**src/rtl/alarm_pkg.sv**
```systemverilog
// Shared definitions for the keypad time-entry path: key codes, BCD digit
// type, entry FSM states and the HH:MM range limits used by the validator.
package alarm_pkg;

    typedef logic [3:0] bcd_digit_t;

    // Keypad codes above the decimal digits
    localparam bcd_digit_t KEY_ALARM = 4'd10;
    localparam bcd_digit_t KEY_TIME  = 4'd11;
    localparam bcd_digit_t KEY_CLEAR = 4'd12;

    // Largest legal values of the range-limited digits (23:59)
    localparam bcd_digit_t MAX_HR_MS  = 4'd2;
    localparam bcd_digit_t MAX_HR_LS  = 4'd3;
    localparam bcd_digit_t MAX_MIN_MS = 4'd5;
    localparam bcd_digit_t MAX_DIGIT  = 4'd9;

    // A complete entry has four digits
    localparam logic [2:0] FULL_COUNT = 3'd4;

    typedef enum logic {
        ST_IDLE  = 1'b0,
        ST_ENTRY = 1'b1
    } entry_state_t;

    function automatic logic is_digit(input bcd_digit_t k);
        return (k <= MAX_DIGIT);
    endfunction

endpackage

```
**src/rtl/time_valid_chk.sv**
```systemverilog
// Combinational HH:MM range check on four BCD digits. Accepts 00:00..23:59.
// Shared by the current-time and alarm-time load paths.
module time_valid_chk
    import alarm_pkg::*;
(
    input  logic [3:0] ms_hr,
    input  logic [3:0] ls_hr,
    input  logic [3:0] ms_min,
    input  logic [3:0] ls_min,
    output logic       valid
);

    logic hr_ok;
    logic min_ok;
    logic digits_ok;

    // Hours: 00-19 freely, 20-23 only with a small units digit
    always_comb begin
        hr_ok = (ms_hr < MAX_HR_MS) ||
                ((ms_hr == MAX_HR_MS) && (ls_hr <= MAX_HR_LS));
    end

    // Minutes tens limited to 5; every digit must also be decimal
    always_comb begin
        min_ok    = (ms_min <= MAX_MIN_MS);
        digits_ok = is_digit(ms_hr) && is_digit(ls_hr) &&
                    is_digit(ms_min) && is_digit(ls_min);
    end

    assign valid = hr_ok && min_ok && digits_ok;

endmodule

```
**src/rtl/time_entry_ctrl.sv**
```systemverilog
// Keypad-side producer for the time counter / alarm register load interface.
// Collects digits into an HH:MM BCD buffer and, on TIME or ALARM, issues a
// one-cycle load strobe (or an error strobe if the buffer is not a legal time).
// Optional feature macro: ENTRY_TIMEOUT_EN -- abandons an entry after
// TIMEOUT_SEC one_second ticks without a key press.
module time_entry_ctrl
    import alarm_pkg::*;
#(
    parameter int unsigned TIMEOUT_SEC = 10
) (
    input  logic       clk,
    input  logic       reset_n,
    input  logic       key_valid,
    input  logic [3:0] key,
    input  logic       one_second,
    output logic [3:0] new_time_ms_hr,
    output logic [3:0] new_time_ls_hr,
    output logic [3:0] new_time_ms_min,
    output logic [3:0] new_time_ls_min,
    output logic       load_new_c,
    output logic       load_new_a,
    output logic       show_new_time,
    output logic       entry_error
);

    entry_state_t state_reg, state_next;
    bcd_digit_t   ms_hr_reg, ms_hr_next;
    bcd_digit_t   ls_hr_reg, ls_hr_next;
    bcd_digit_t   ms_min_reg, ms_min_next;
    bcd_digit_t   ls_min_reg, ls_min_next;
    logic [2:0]   count_reg, count_next;
    logic         load_c_reg, load_c_next;
    logic         load_a_reg, load_a_next;
    logic         error_reg, error_next;
    logic         buf_valid;
    logic         load_ok;

    time_valid_chk u_valid_chk (
        .ms_hr  (ms_hr_reg),
        .ls_hr  (ls_hr_reg),
        .ms_min (ms_min_reg),
        .ls_min (ls_min_reg),
        .valid  (buf_valid)
    );

    // A load is only accepted with a full four-digit buffer holding a legal time
    assign load_ok = buf_valid && (count_reg == FULL_COUNT);

`ifdef ENTRY_TIMEOUT_EN
    localparam logic [7:0] TIMEOUT_LIM = 8'(TIMEOUT_SEC);
    logic [7:0] timer_reg, timer_next;
`else
    // Without the timeout the tick input and limit have no function
    logic       unused_one_second;
    logic [7:0] unused_timeout;
    assign unused_one_second = one_second;
    assign unused_timeout    = 8'(TIMEOUT_SEC);
`endif

    // Next-state and next-output logic for the entry FSM
    always_comb begin
        state_next  = state_reg;
        ms_hr_next  = ms_hr_reg;
        ls_hr_next  = ls_hr_reg;
        ms_min_next = ms_min_reg;
        ls_min_next = ls_min_reg;
        count_next  = count_reg;
        load_c_next = 1'b0;
        load_a_next = 1'b0;
        error_next  = 1'b0;
`ifdef ENTRY_TIMEOUT_EN
        timer_next  = timer_reg;
`endif
        case (state_reg)
            ST_IDLE: begin
                // Only a digit starts an entry; command keys are ignored here
                if (key_valid && is_digit(key)) begin
                    ms_hr_next  = '0;
                    ls_hr_next  = '0;
                    ms_min_next = '0;
                    ls_min_next = key;
                    count_next  = 3'd1;
                    state_next  = ST_ENTRY;
`ifdef ENTRY_TIMEOUT_EN
                    timer_next  = '0;
`endif
                end
            end
            ST_ENTRY: begin
                if (key_valid) begin
`ifdef ENTRY_TIMEOUT_EN
                    // Any key, even an ignored code, restarts the inactivity timer
                    timer_next = '0;
`endif
                    if (is_digit(key)) begin
                        // Shift left; the oldest digit falls off once full
                        ms_hr_next  = ls_hr_reg;
                        ls_hr_next  = ms_min_reg;
                        ms_min_next = ls_min_reg;
                        ls_min_next = key;
                        if (count_reg != FULL_COUNT) begin
                            count_next = count_reg + 3'd1;
                        end
                    end else if ((key == KEY_TIME) || (key == KEY_ALARM)) begin
                        // Buffer is held so the digits are stable under the strobe
                        if (!load_ok) begin
                            error_next = 1'b1;
                        end else if (key == KEY_TIME) begin
                            load_c_next = 1'b1;
                        end else begin
                            load_a_next = 1'b1;
                        end
                        count_next = '0;
                        state_next = ST_IDLE;
                    end else if (key == KEY_CLEAR) begin
                        ms_hr_next  = '0;
                        ls_hr_next  = '0;
                        ms_min_next = '0;
                        ls_min_next = '0;
                        count_next  = '0;
                        state_next  = ST_IDLE;
                    end
                end
`ifdef ENTRY_TIMEOUT_EN
                else if (one_second) begin
                    if ((timer_reg + 8'd1) >= TIMEOUT_LIM) begin
                        ms_hr_next  = '0;
                        ls_hr_next  = '0;
                        ms_min_next = '0;
                        ls_min_next = '0;
                        count_next  = '0;
                        timer_next  = '0;
                        state_next  = ST_IDLE;
                    end else begin
                        timer_next = timer_reg + 8'd1;
                    end
                end
`endif
            end
            default: begin
                state_next = ST_IDLE;
            end
        endcase
    end

    // State, buffer and strobe registers
    always_ff @(posedge clk or negedge reset_n) begin
        if (!reset_n) begin
            state_reg  <= ST_IDLE;
            ms_hr_reg  <= '0;
            ls_hr_reg  <= '0;
            ms_min_reg <= '0;
            ls_min_reg <= '0;
            count_reg  <= '0;
            load_c_reg <= 1'b0;
            load_a_reg <= 1'b0;
            error_reg  <= 1'b0;
        end else begin
            state_reg  <= state_next;
            ms_hr_reg  <= ms_hr_next;
            ls_hr_reg  <= ls_hr_next;
            ms_min_reg <= ms_min_next;
            ls_min_reg <= ls_min_next;
            count_reg  <= count_next;
            load_c_reg <= load_c_next;
            load_a_reg <= load_a_next;
            error_reg  <= error_next;
        end
    end

`ifdef ENTRY_TIMEOUT_EN
    // Inactivity timer register
    always_ff @(posedge clk or negedge reset_n) begin
        if (!reset_n) begin
            timer_reg <= '0;
        end else begin
            timer_reg <= timer_next;
        end
    end
`endif

    assign new_time_ms_hr  = ms_hr_reg;
    assign new_time_ls_hr  = ls_hr_reg;
    assign new_time_ms_min = ms_min_reg;
    assign new_time_ls_min = ls_min_reg;
    assign load_new_c      = load_c_reg;
    assign load_new_a      = load_a_reg;
    assign entry_error     = error_reg;
    assign show_new_time   = (state_reg == ST_ENTRY);

endmodule
```
**config.mk**
```make
export PLATFORM = sky130hd
export DESIGN_NAME = time_entry_ctrl
export DESIGN_NICKNAME = d
export VERILOG_FILES = /design/src/rtl/alarm_pkg.sv /design/src/rtl/time_valid_chk.sv /design/src/rtl/time_entry_ctrl.sv
export SDC_FILE = /design/constraint.sdc
export NUM_CORES = 1
export LEC_CHECK = 0
export ABC_AREA = 1
export BUFFER_PORTS_ARGS = -buffer_cell sky130_fd_sc_hd__buf_2
export CELL_PAD_IN_SITES_DETAIL_PLACEMENT = 1
export CELL_PAD_IN_SITES_GLOBAL_PLACEMENT = 1
export CORE_MARGIN = 2
export CORE_UTILIZATION = 40
export CTS_CLUSTER_DIAMETER = 100
export CTS_CLUSTER_SIZE = 30
export DETAILED_ROUTE_END_ITERATION = 10
export PLACE_DENSITY = 0.91
export RECOVER_POWER = 100
export SLEW_MARGIN = 25
export SYNTH_ARGS = -nofsm -noshare
export SYNTH_HDL_FRONTEND = slang
export SYNTH_HIERARCHICAL = 1
export SYNTH_SLANG_ARGS = --single-unit
```
**constraint.sdc**
```tcl
create_clock -name clk -period 3.5 [get_ports clk]
set_input_delay 0.35 -clock clk [delete_from_list [all_inputs] [get_ports clk]]
set_output_delay 0.35 -clock clk [all_outputs]
set_load 0.1 [all_outputs]
```
-- Yosys cells after proc, flatten, opt, wreduce, memory -nomap -nowiden
Cells that the tools add are included.
- output and inout bits: 20
- flip-flop bits (word level): 23
- equality and inequality tests: 12
- reduce and logical (&&, ||, !) cells: 12
- add/sub/neg operators: 1
- muxes and demuxes: 46
- bitwise logic cells: 1
- $lt $le $gt $ge: 8
- operators with widths (operator ; count):
    two-way mux 4 bit ; 12
    one-hot mux 4 bit (2 select lines) ; 4
    two-way mux 1 bit ; 22
    <= comparator 4 bit (second input constant) ; 5
    two-way mux 3 bit ; 6
    equality test 4 bit (second input constant) ; 3
    logical AND 1 bit ; 8
    AND reduction 4 bit ; 2
    != test 3 bit (second input constant) ; 2
    one-hot mux 3 bit (2 select lines) ; 1
    equality test 4 x 2 -> 1 bit (second input constant) ; 1
    <= comparator 4 x 2 -> 1 bit (second input constant) ; 1
    <= comparator 4 x 3 -> 1 bit (second input constant) ; 1
    < comparator 4 x 2 -> 1 bit (second input constant) ; 1
    != test 2 bit (second input constant) ; 2
    != test 4 x 1 -> 1 bit (second input constant) ; 1
    adder 3 x 1 -> 3 bit (second input constant) ; 1
    equality test 3 bit (second input constant) ; 1
    != test 3 x 1 -> 1 bit (second input constant) ; 1
    != test 3 x 2 -> 1 bit (second input constant) ; 1
    logical OR 1 bit ; 2
    one-hot mux 1 bit (2 select lines) ; 1
    inverter 1 bit ; 1

-- Longest topological paths before layout
Gate-level depths: netlist of run 1.
- depth after elaboration: 11
- gate-level depth with buffers: 8
- gate-level depth less buffers: 8

-- Cells and area by module
The synthesis of run 1 kept the hierarchy.
- by module, submodules not included (module ; cells each ; seq. area each (µm²) ; area an instance (µm²) ; times used):
    time_entry_ctrl ; 133 ; 575.6 ; 1218.7 ; 1
    time_valid_chk ; 16 ; 0.0 ; 70.1 ; 1

-- Worst setup path after synthesis of run 1
Ideal clock, no wire load.
- kind: register to register
- start point: register state_reg, in the netlist show_new_time
- end point: register ls_hr_reg[2], in the netlist new_time_ls_hr[2]
- path slack: 1.552 ns
- cell stages (with the launch flop): 9
- setup time: 0.075 ns
- period minus slack after synthesis: 1.948 ns
- path buffers: 2
- arrival: 1.873 ns
- path through: dfrtp_1 -> buf_2 -> nand2_2 -> nor2_4 -> nand2_2 -> nand2_4 -> buf_6 -> nand2_1 -> o21ai_2
- longest elaborated chain between the ends: 3
- RTL lines (element ; RTL line ; source):
    from (decl) ; time_entry_ctrl.sv:26 ; entry_state_t state_reg, state_next;
    from (signal assigned) ; time_entry_ctrl.sv:159 ; state_reg <= state_next;
    inverter 1 bit ; n/a ;
    != test 2 bit (no line) ; n/a ;
    AND reduction 4 bit (no line) ; n/a ;
    to (signal assigned) ; time_entry_ctrl.sv:161 ; ls_hr_reg <= ls_hr_next;
    to (decl) ; time_entry_ctrl.sv:28 ; bcd_digit_t ls_hr_reg, ls_hr_next;
Parallel ways exist; a longest one is shown, timed or not.
A chain may end at the register's enable or synchronous reset.

-- Worst setup path in the final report of run 1
- start point: register state_reg, in the netlist show_new_time
- end point: output port show_new_time
- RTL lines (element ; RTL line ; source):
    to (decl) ; time_entry_ctrl.sv:22 ; output logic show_new_time,
No word-level cell between the ends.

==> impl_metrics.json, run 1 <==
{
  "post-route-period-util": 0.665,
  "cts.sinks": 23,
  "worst-path-buf-inv": 1,
  "port_buffers": 26,
  "initial_core_util": 0.422,
  "htree_levels": 1,
  "nets": 185,
  "numCtsBuffers": 3,
  "die_h_um": 60.8,
  "die-area_sq_um": 3690,
  "ys.flop_type": "dfrtp_1",
  "synth_area_leaders": "dfrtp_1 45%, nand2_1 10%, o21ai_2 10%",
  "critical_path_arrival_ps": 1980,
  "final_max_slew_viol_count": 0,
  "grt_max_degree": 32,
  "met1_length_um": 1330,
  "hp-class": "primary input to flip-flop",
  "wl_per_cell_um": 13.5,
  "fin_crit_ps": 2330,
  "coreArea_sq_um": 3050,
  "final_core_util": 0.445,
  "wl_um": 2950,
  "p_leak_nw": 0.669,
  "cellPowerDensity_nw_per_um2": 650,
  "ir_drop_uv": 266,
  "max_stage_delay_ps": 920,
  "syn2layout_area_growth_pct": 5.34,
  "postCtsSetupRepairBufs": 0,
  "hold_depth": 2,
  "grt_pass1_vias": 1037,
  "netlist_instances": 149,
  "r2r_slack_ps": 1620,
  "hp-start": "key[0]",
  "place_hpwl_um": 2160,
  "std_cell_rows": 20,
  "reg2reg_to": "new_time_ms_min[2]",
  "viasPerCell": 4.95,
  "grt_pass1_wl_um": 4950,
  "yosys.cell_count.top_type": "nand2_1",
  "synth_top_area_share": 0.447,
  "reg2reg_depth": 5,
  "clk_path_buf_depth": 2,
  "crit_family": "buffers and inverters",
  "synth_top_cell_by_area": "dfrtp_1",
  "status": "completed",
  "diodes": 0,
  "synth_warnings": 6,
  "post_route_cells_drive_above_1_share": 0.121,
  "insertion_delay_ps": 320,
  "min_to": "load_new_a",
  "wl_met3_um": 103,
  "slowest_stage": "clkbuf_1",
  "num_vias": 1079,
  "slew_headroom": 0.151,
  "synthArstFlopShare": 1.00,
  "setup-violations-final": 0,
  "cp-start-kind": "flip-flop",
  "routed.top_layer": "met4",
  "crit_path_end_kind": "primary output",
  "ys_ff_latch": 23,
  "synth_cell_type_count": 22,
  "n_fill_cell": 413,
  "wl_met2_um": 1490,
  "ant_nets": 0,
  "grt_antenna_before_repair": 0,
  "skew_ps": 11.9,
  "ys_seq_area_frac": 0.447,
  "postCtsHoldBufs": 1,
  "cp_max_fo": 19,
  "grt-ovfl-total": 0,
  "drt_iter0_drc": 49,
  "worstSetupPathType": "flip-flop to primary output",
  "rsz0062_at_grt": "false",
  "path_clk_slew_ps": 120,
  "gp_congestion": 0.798,
  "grtUsageTotal": 0.181,
  "syn_area_sq_um": 1290,
  "crit_chain": "clkbuf_1",
  "root_buffer": "clkbuf_4",
  "worstMarginPinSlew_ps": 1270,
  "cts_resized": 0,
  "fmax_mhz": 429,
  "hold_viol": 0,
  "final.setup.tns_ps": 0,
  "synth_edf_count": 0,
  "io_pins": 28,
  "cts_tree": "yes",
  "r2r_start": "show_new_time",
  "dr.pass1.iters": 4,
  "cap_violations": 0,
  "syn_nets": 159,
  "drc_errors": 0,
  "synth.avg_cell_area_sq_um": 8.65,
  "synth_common_cells": "35 x nand2_1, 23 x dfrtp_1, 20 x nand3_1",
  "die_w_um": 60.8,
  "cp.required_ps": 3150
}
[power breakdown]
part,internal (mW),leakage (nW),switching [mW]
clock,0.0427,0.0177,0.0833
combinational,0.0690,0.345,0.332
sequential,0.307,0.306,0.0489
[metrics by stage]
| stage | std cells | setup WS [ps] | total power [mW] | hold WS, ps | cell area (sq um) |
|---|---|---|---|---|---|
| finish | 218 | 1170 | 0.883 | 274 | 1360 |
| CTS | 218 | 1510 | 0.924 | 260 | 1450 |
| detailed placement | 213 | 1690 | 0.792 | 362 | 1410 |
| global placement | 213 | 1730 | 0.778 | 348 | 1410 |
| global route | 218 | 1040 | 0.937 | 257 | 1360 |
| floorplan | 149 | 1550 | 0.728 | 54.4 | 1290 |
[final cells by class]
type | instances | area [sq um] | share of cell area
sequential | 23 | 576 | 0.424
multi-input combinational | 106 | 533 | 0.393
timing repair buffer | 27 | 114 | 0.0839
tap | 44 | 55.1 | 0.0406
inverter | 14 | 52.6 | 0.0387
clock buffer | 3 | 22.5 | 0.0166
clock inverter | 1 | 5.00 | 0.00369
[layout by cell type (no fill, tap or decap), types with 2 or more instances in the layout]
| cell | n |
|---|---|
| a21oi_1 | 2 |
| buf_2 | 5 |
| clkbuf_1 | 21 |
| clkbuf_4 | 3 |
| dfrtp_1 | 23 |
| ha_1 | 2 |
| inv_1 | 13 |
| nand2_1 | 39 |
| nand2_2 | 3 |
| nand2_4 | 2 |
| nand3_1 | 20 |
| nand4_1 | 3 |
| nor2_1 | 11 |
| nor3_1 | 2 |
| o21ai_0 | 14 |
| o21ai_2 | 4 |
[logic make-up after synthesis]
logic type,Yosys count,share of synthesized area
simple gates,81,0.298
flops,23,0.447
fa+ha+maj,2,0.0194
compound gates,23,0.144
buf+inv,20,0.0922
[worst max path at each step]
stage / to / from / depth (start not counted) / slack, ps
after floorplan: new_time_ls_hr[2] / show_new_time / 8 / 1550
after global placement: new_time_ms_min[2] / show_new_time / 6 / 1730
after detailed placement: new_time_ms_hr[0] / key[1] / 7 / 1690
after CTS: show_new_time / show_new_time / 1 / 1510
after global routing: show_new_time / show_new_time / 1 / 1040
final: show_new_time / show_new_time / 1 / 1170
[worst reg2reg max path, cell delays in order, from the launching register on]
cell and delay, ps:
dfrtp_1 750, nand2_1 180, nor2_1 300, nand2_2 100, nand2_4 270, o21ai_0 170
[routing by layer]
| layer | global-route usage | vias to the layer above |
|---|---|---|
| li1 | - | 531 |
| met1 | 0.254 | 518 |
| met2 | 0.290 | 28 |
| met3 | 0.0192 | 2 |
| met4 | 0.0652 | 0 |
| met5 | 0 | - |
(Power assumes the default switching activity.)
==> run 2, diff against run 1 <==
CORE_UTILIZATION = 39   (was 40)
PLACE_DENSITY = 0.89   (was 0.91)
clock period = 2.4 ns   (was 3.5 ns; I/O delays follow)
==> run 2 against run 1 <==
Core utilization is 0.072 points lower; non-clock buffer count is 2 higher; clock power is 49% higher; via count is 3.2% higher; combinational power is 51% higher; largest cell class unchanged; largest power group unchanged; highest routed layer unchanged.
==> impl_metrics.json, run 2 (synthesis gave the netlist of run 1 again) <==
{
  "insertion_delay_ps": 320,
  "root_buffer": "clkbuf_4",
  "setup-violations-final": 0,
  "cp_max_fo": 5,
  "ant_nets": 0,
  "status": "completed",
  "p_leak_nw": 0.678,
  "nets": 187,
  "critical_path_arrival_ps": 1660,
  "cts_tree": "yes",
  "grt_antenna_before_repair": 0,
  "numCtsBuffers": 3,
  "worst-path-buf-inv": 1,
  "die-area_sq_um": 3780,
  "drt_iter0_drc": 37,
  "worstMarginPinSlew_ps": 1300,
  "fin_crit_ps": 1900,
  "slowest_stage": "clkbuf_1",
  "coreArea_sq_um": 3100,
  "viasPerCell": 5.06,
  "grtUsageTotal": 0.189,
  "post_route_cells_drive_above_1_share": 0.142,
  "slew_headroom": 0.134,
  "place_ws_ps": 840,
  "io_pins": 28,
  "dr.pass1.iters": 4,
  "initial_core_util": 0.415,
  "std_cell_rows": 20,
  "hold_viol": 0,
  "grt_pass1_vias": 1080,
  "post-route-period-util": 0.791,
  "drc_errors": 0,
  "final_common_cell": "nand2_1",
  "skew_ps": 7.28,
  "fmax_mhz": 527,
  "grt-ovfl-total": 0,
  "crit_path_end_kind": "primary output",
  "mostFrequentLayoutCells": "37 x nand2_1, 23 x dfrtp_1, 21 x clkbuf_1",
  "cts.sinks": 23,
  "die_h_um": 61.5,
  "final_max_slew_viol_count": 0,
  "finalWorstSetupSlack_ps": 501,
  "cp-start-kind": "flip-flop",
  "postCtsSetupRepairBufs": 0,
  "cellPowerDensity_nw_per_um2": 948,
  "wl_um": 3110,
  "grt_pass1_wl_um": 5130,
  "ir_drop_uv": 360,
  "final.setup.tns_ps": 0,
  "n_fill_cell": 424,
  "max_stage_delay_ps": 890,
  "p_total_mw": 1.31,
  "cp.required_ps": 2160,
  "rsz0062_at_grt": "false",
  "port_buffers": 26,
  "clk_path_buf_depth": 2,
  "hp-class": "primary input to flip-flop",
  "place_hpwl_um": 2240,
  "gp_congestion": 0.766,
  "grt_max_degree": 32,
  "crit_family": "buffers and inverters",
  "wl_per_cell_um": 14.1,
  "num_vias": 1113,
  "syn2layout_area_growth_pct": 6.89,
  "path_clk_slew_ps": 130,
  "cap_violations": 0,
  "die_w_um": 61.5,
  "worstSetupPathType": "flip-flop to primary output",
  "crit_chain": "clkbuf_1",
  "htree_levels": 1,
  "diodes": 0
}
==> run 2: worst paths after layout <==
check | start | to | slack, ps | depth (start not counted)
setup / recovery | new_time_ls_hr[3] | new_time_ls_hr[3] | 500 | 1
hold reg to reg | new_time_ms_min[0] | new_time_ms_min[0] | 540 | 2
min in group asynchronous | reset_n | new_time_ms_hr[2] | 720 | 2
hold / removal | key[0] | load_new_a | 150 | 2
setup reg to reg | new_time_ls_min[2] | load_new_c | 960 | 5
max in group asynchronous | reset_n | count_reg[2] | 920 | 2
==> run 2: final cells by class <==
class	instances	area [sq um]	share of cell area
clock buffers	4	26.3	0.0191
inverters	14	52.6	0.0381
repair buffers	29	130	0.0945
flip-flops and latches	23	576	0.418
well taps	44	55.1	0.0400
multi-input cells	106	538	0.391
==> run 2: what timing repair did <==
item                                   in CTS  in global routing
endpoints found under the hold margin      23                  0
hold buffers                                1                  0
resized for setup                           0                  0
==> run 2: power by group <==
part | switching (mW) | internal (mW) | leakage [nW]
combinational | 0.499 | 0.107 | 0.357
clock | 0.123 | 0.0652 | 0.0150
sequential | 0.0641 | 0.448 | 0.306
total | 0.686 | 0.620 | 0.678
==> run 2: through the flow <==
step / hold slack, ps / util / instances / instance area [sq um]
5_1_grt: 136 / 0.444 / 220 / 1380
2_1_floorplan: -55.6 / - / 149 / 1290
6_report: 151 / 0.444 / 220 / 1380
4_1_cts: 135 / 0.470 / 220 / 1460
3_5_place_dp: 255 / 0.458 / 215 / 1420
3_3_place_gp: 237 / 0.458 / 215 / 1420
==> run 2: metal layers <==
metal  vias to the layer above  track usage  wire, um
li1                        539            -         -
met1                       542        0.240      1380
met2                        27        0.320      1550
met3                         5       0.0252       122
met4                         0       0.0821        55
met5                         -            0         0
==> run 3, diff against run 2 <==
ABC_AREA = 0   (was 1)
CORE_UTILIZATION = 35   (was 39)
PLACE_DENSITY = 0.84   (was 0.89)
clock period = 1.5 ns   (was 2.4 ns; I/O delays follow)
==> run 3 against run 2 <==
The run now ends with negative setup slack left; count of clock-buffer cells in the layout unchanged; setup slack got worse by 750 ps; cell area increased by 2.7%; core utilization increased by 6.1 points; power increased by 57%; clock skew increased by 3.8 ps; sequential share of layout area increased by 0.48 points; sequential power increased by 58%; area after synthesis decreased by 18%; largest cell class unchanged.
==> impl_metrics.json, run 3 <==
{
  "coreArea_sq_um": 2810,
  "critical_path_arrival_ps": 1990,
  "place_hpwl_um": 2150,
  "max_stage_delay_ps": 510,
  "synth_area_leaders": "dfrtp_1 54%, a22o_1 11%, a32o_1 2.8%",
  "n_fill_cell": 325,
  "hold_depth": 2,
  "syn_area_sq_um": 1060,
  "status": "finished, violations left",
  "slew_headroom": 0.607,
  "final_common_cell": "clkbuf_2",
  "die-area_sq_um": 3480,
  "rsz0062_at_grt": "true",
  "stdcell_area_sq_um": 1420,
  "synthArstFlopShare": 1.00,
  "drc_errors": 0,
  "nets": 147,
  "htree_levels": 1,
  "drt_iter0_drc": 24,
  "fmax_mhz": 571,
  "syn_nets": 102,
  "grtUsageTotal": 0.178,
  "ys_ff_latch": 23,
  "mostFrequentLayoutCells": "20 x clkbuf_2, 13 x a22o_1, 13 x buf_4",
  "die_w_um": 59.0,
  "seq_area_sq_um": 598,
  "grt_max_degree": 24,
  "viasPerCell": 5.54,
  "final_max_slew_viol_count": 0,
  "final.setup.tns_ps": -413,
  "synth.avg_cell_area_sq_um": 11.5,
  "p_total_mw": 2.04,
  "ir_drop_uv": 748,
  "crit_chain": "a2111oi_4 > nand2_1 > nor2_2 > inv_1 > or3_4 > nor3b_2",
  "skew_ps": 11.1,
  "netlist_instances": 92,
  "insertion_delay_ps": 310,
  "yosys.cell_count.top_type": "dfrtp_1",
  "initial_core_util": 0.378,
  "numCtsBuffers": 3,
  "worstMarginPinSlew_ps": 590,
  "io_pins": 28,
  "post_route_cells_drive_above_1_share": 0.493,
  "diodes": 0,
  "worstSetupPathType": "flip-flop to flip-flop",
  "synth_common_cells": "23 x dfrtp_1, 13 x a22o_1, 7 x inv_1",
  "fin_crit_ps": 1750,
  "gp_congestion": 0.844,
  "cp_max_fo": 2,
  "synth_warnings": 6,
  "cap_violations": 0,
  "ys_seq_area_frac": 0.543,
  "synth_cell_type_count": 30,
  "ys.flop_type": "dfrtp_1",
  "cellPowerDensity_nw_per_um2": 1440,
  "reg2reg_to": "load_new_c",
  "synth_edf_count": 0,
  "placed_cells": 162,
  "grt-ovfl-total": 0,
  "hp-class": "primary input to flip-flop",
  "setup-violations-final": 2,
  "path_clk_slew_ps": 130,
  "hp-start": "key[0]",
  "cp-start-kind": "flip-flop",
  "finalWorstSetupSlack_ps": -251,
  "syn2layout_area_growth_pct": 33.5,
  "place_ws_ps": -255,
  "path_depth": 6,
  "cts.sinks": 23,
  "hold_viol": 0,
  "grt_antenna_before_repair": 0,
  "p_leak_nw": 0.707,
  "worstSetupStartpoint": "new_time_ms_min[2]",
  "num_vias": 925,
  "port_buffers": 26,
  "min_to": "load_new_a",
  "crit_path_end_kind": "flip-flop",
  "multi_input_area_sq_um": 469,
  "dr.pass1.iters": 4,
  "r2r_slack_ps": -250,
  "synth_top_cell_by_area": "dfrtp_1",
  "wl_um": 2830,
  "dpl-instance-area_sq_um": 1360,
  "std_cell_rows": 19,
  "grt_pass1_wl_um": 4600,
  "post-route-period-util": 1.17,
  "reg2reg_depth": 6,
  "die_h_um": 59.0,
  "layoutNonFillerInstCount": 167,
  "ant_nets": 0,
  "violations": "negative setup slack",
  "grt_pass1_vias": 987,
  "root_buffer": "clkbuf_4",
  "crit_family": "simple AND/OR/NAND/NOR gates",
  "cts_tree": "yes",
  "cp.required_ps": 1740,
  "slowest_stage": "dfrtp_4",
  "worst-path-buf-inv": 1,
  "synth_top_area_share": 0.543,
  "r2r_start": "new_time_ms_min[2]",
  "clk_path_buf_depth": 2,
  "wl_per_cell_um": 16.9,
  "postCtsSetupRepairBufs": 0
}
==> run 3: changes by cell type in the layout (fill, tap and decap cells not counted), moves of 11 or more <==
cell,previous run,this run
buf_4,2,13
nand2_1,37,5
nand3_1,20,1
clkbuf_1,21,2
dfrtp_1,23,9
a22o_1,0,13
dfrtp_2,0,12
clkbuf_2,0,20
==> run 3: per-stage QoR <==
stage / hold slack [ps] / utilization
after floorplan: -146 / -
after global placement: 141 / 0.483
after detailed placement: 159 / 0.483
after CTS: 51.7 / 0.500
after global routing: 43.7 / 0.504
final: 45.6 / 0.504
==> run 3: worst register-to-register path, cell delays in order, from the launching register on <==
cell and delay [ps]:
dfrtp_4 510, a2111oi_4 330, nand2_1 100, nor2_2 170, inv_1 60, or3_4 330, nor3b_2 170
==> run 3: what timing repair did <==
action	in CTS	in global routing
setup endpoints to repair	16	4
hold buffers	1	0
gates cloned	0	0
hold endpoints to repair	23	0
pin swaps	0	4
gates resized for setup	2	3
==> run 3: layout make-up <==
class	count	area share
clock buffers	4	0.0186
inverters	7	0.0186
multi-input cells	59	0.332
flip-flops and latches	23	0.423
well taps	31	0.0274
repair buffers	43	0.181
==> run 3: cell families (layout without fill, tap and decap cells) <==
kind of cell / count (synthesis) / after routing / synth area share
buffers and inverters: 10 / 54 / 0.0508
AOI/OAI and AO/OA: 39 / 39 / 0.285
adders and majority gates: 2 / 2 / 0.0236
and+or+nand+nor: 17 / 17 / 0.0886
muxes: 1 / 1 / 0.00945
DFF: 23 / 23 / 0.543
==> run 3: worst max path at each step <==
| stage | endpoint |
|---|---|
| detailed placement | load_new_c |
| global route | load_new_c |
| CTS | load_new_c |
| finish | load_new_c |
| floorplan | load_new_c |
| global placement | load_new_c |
==> run 3: report_power, final <==
group	internal [mW]	switching, mW	leakage [nW]
Sequential	0.720	0.0888	0.282
Combinational	0.267	0.678	0.410
Clock	0.104	0.186	0.0150
==> run 3: routing by layer <==
metal	part of all wire	GRT usage
met3	0.032	0.0284
met4	0.0099	0.0422
met5	0	0
met1	0.42	0.215
met2	0.54	0.329
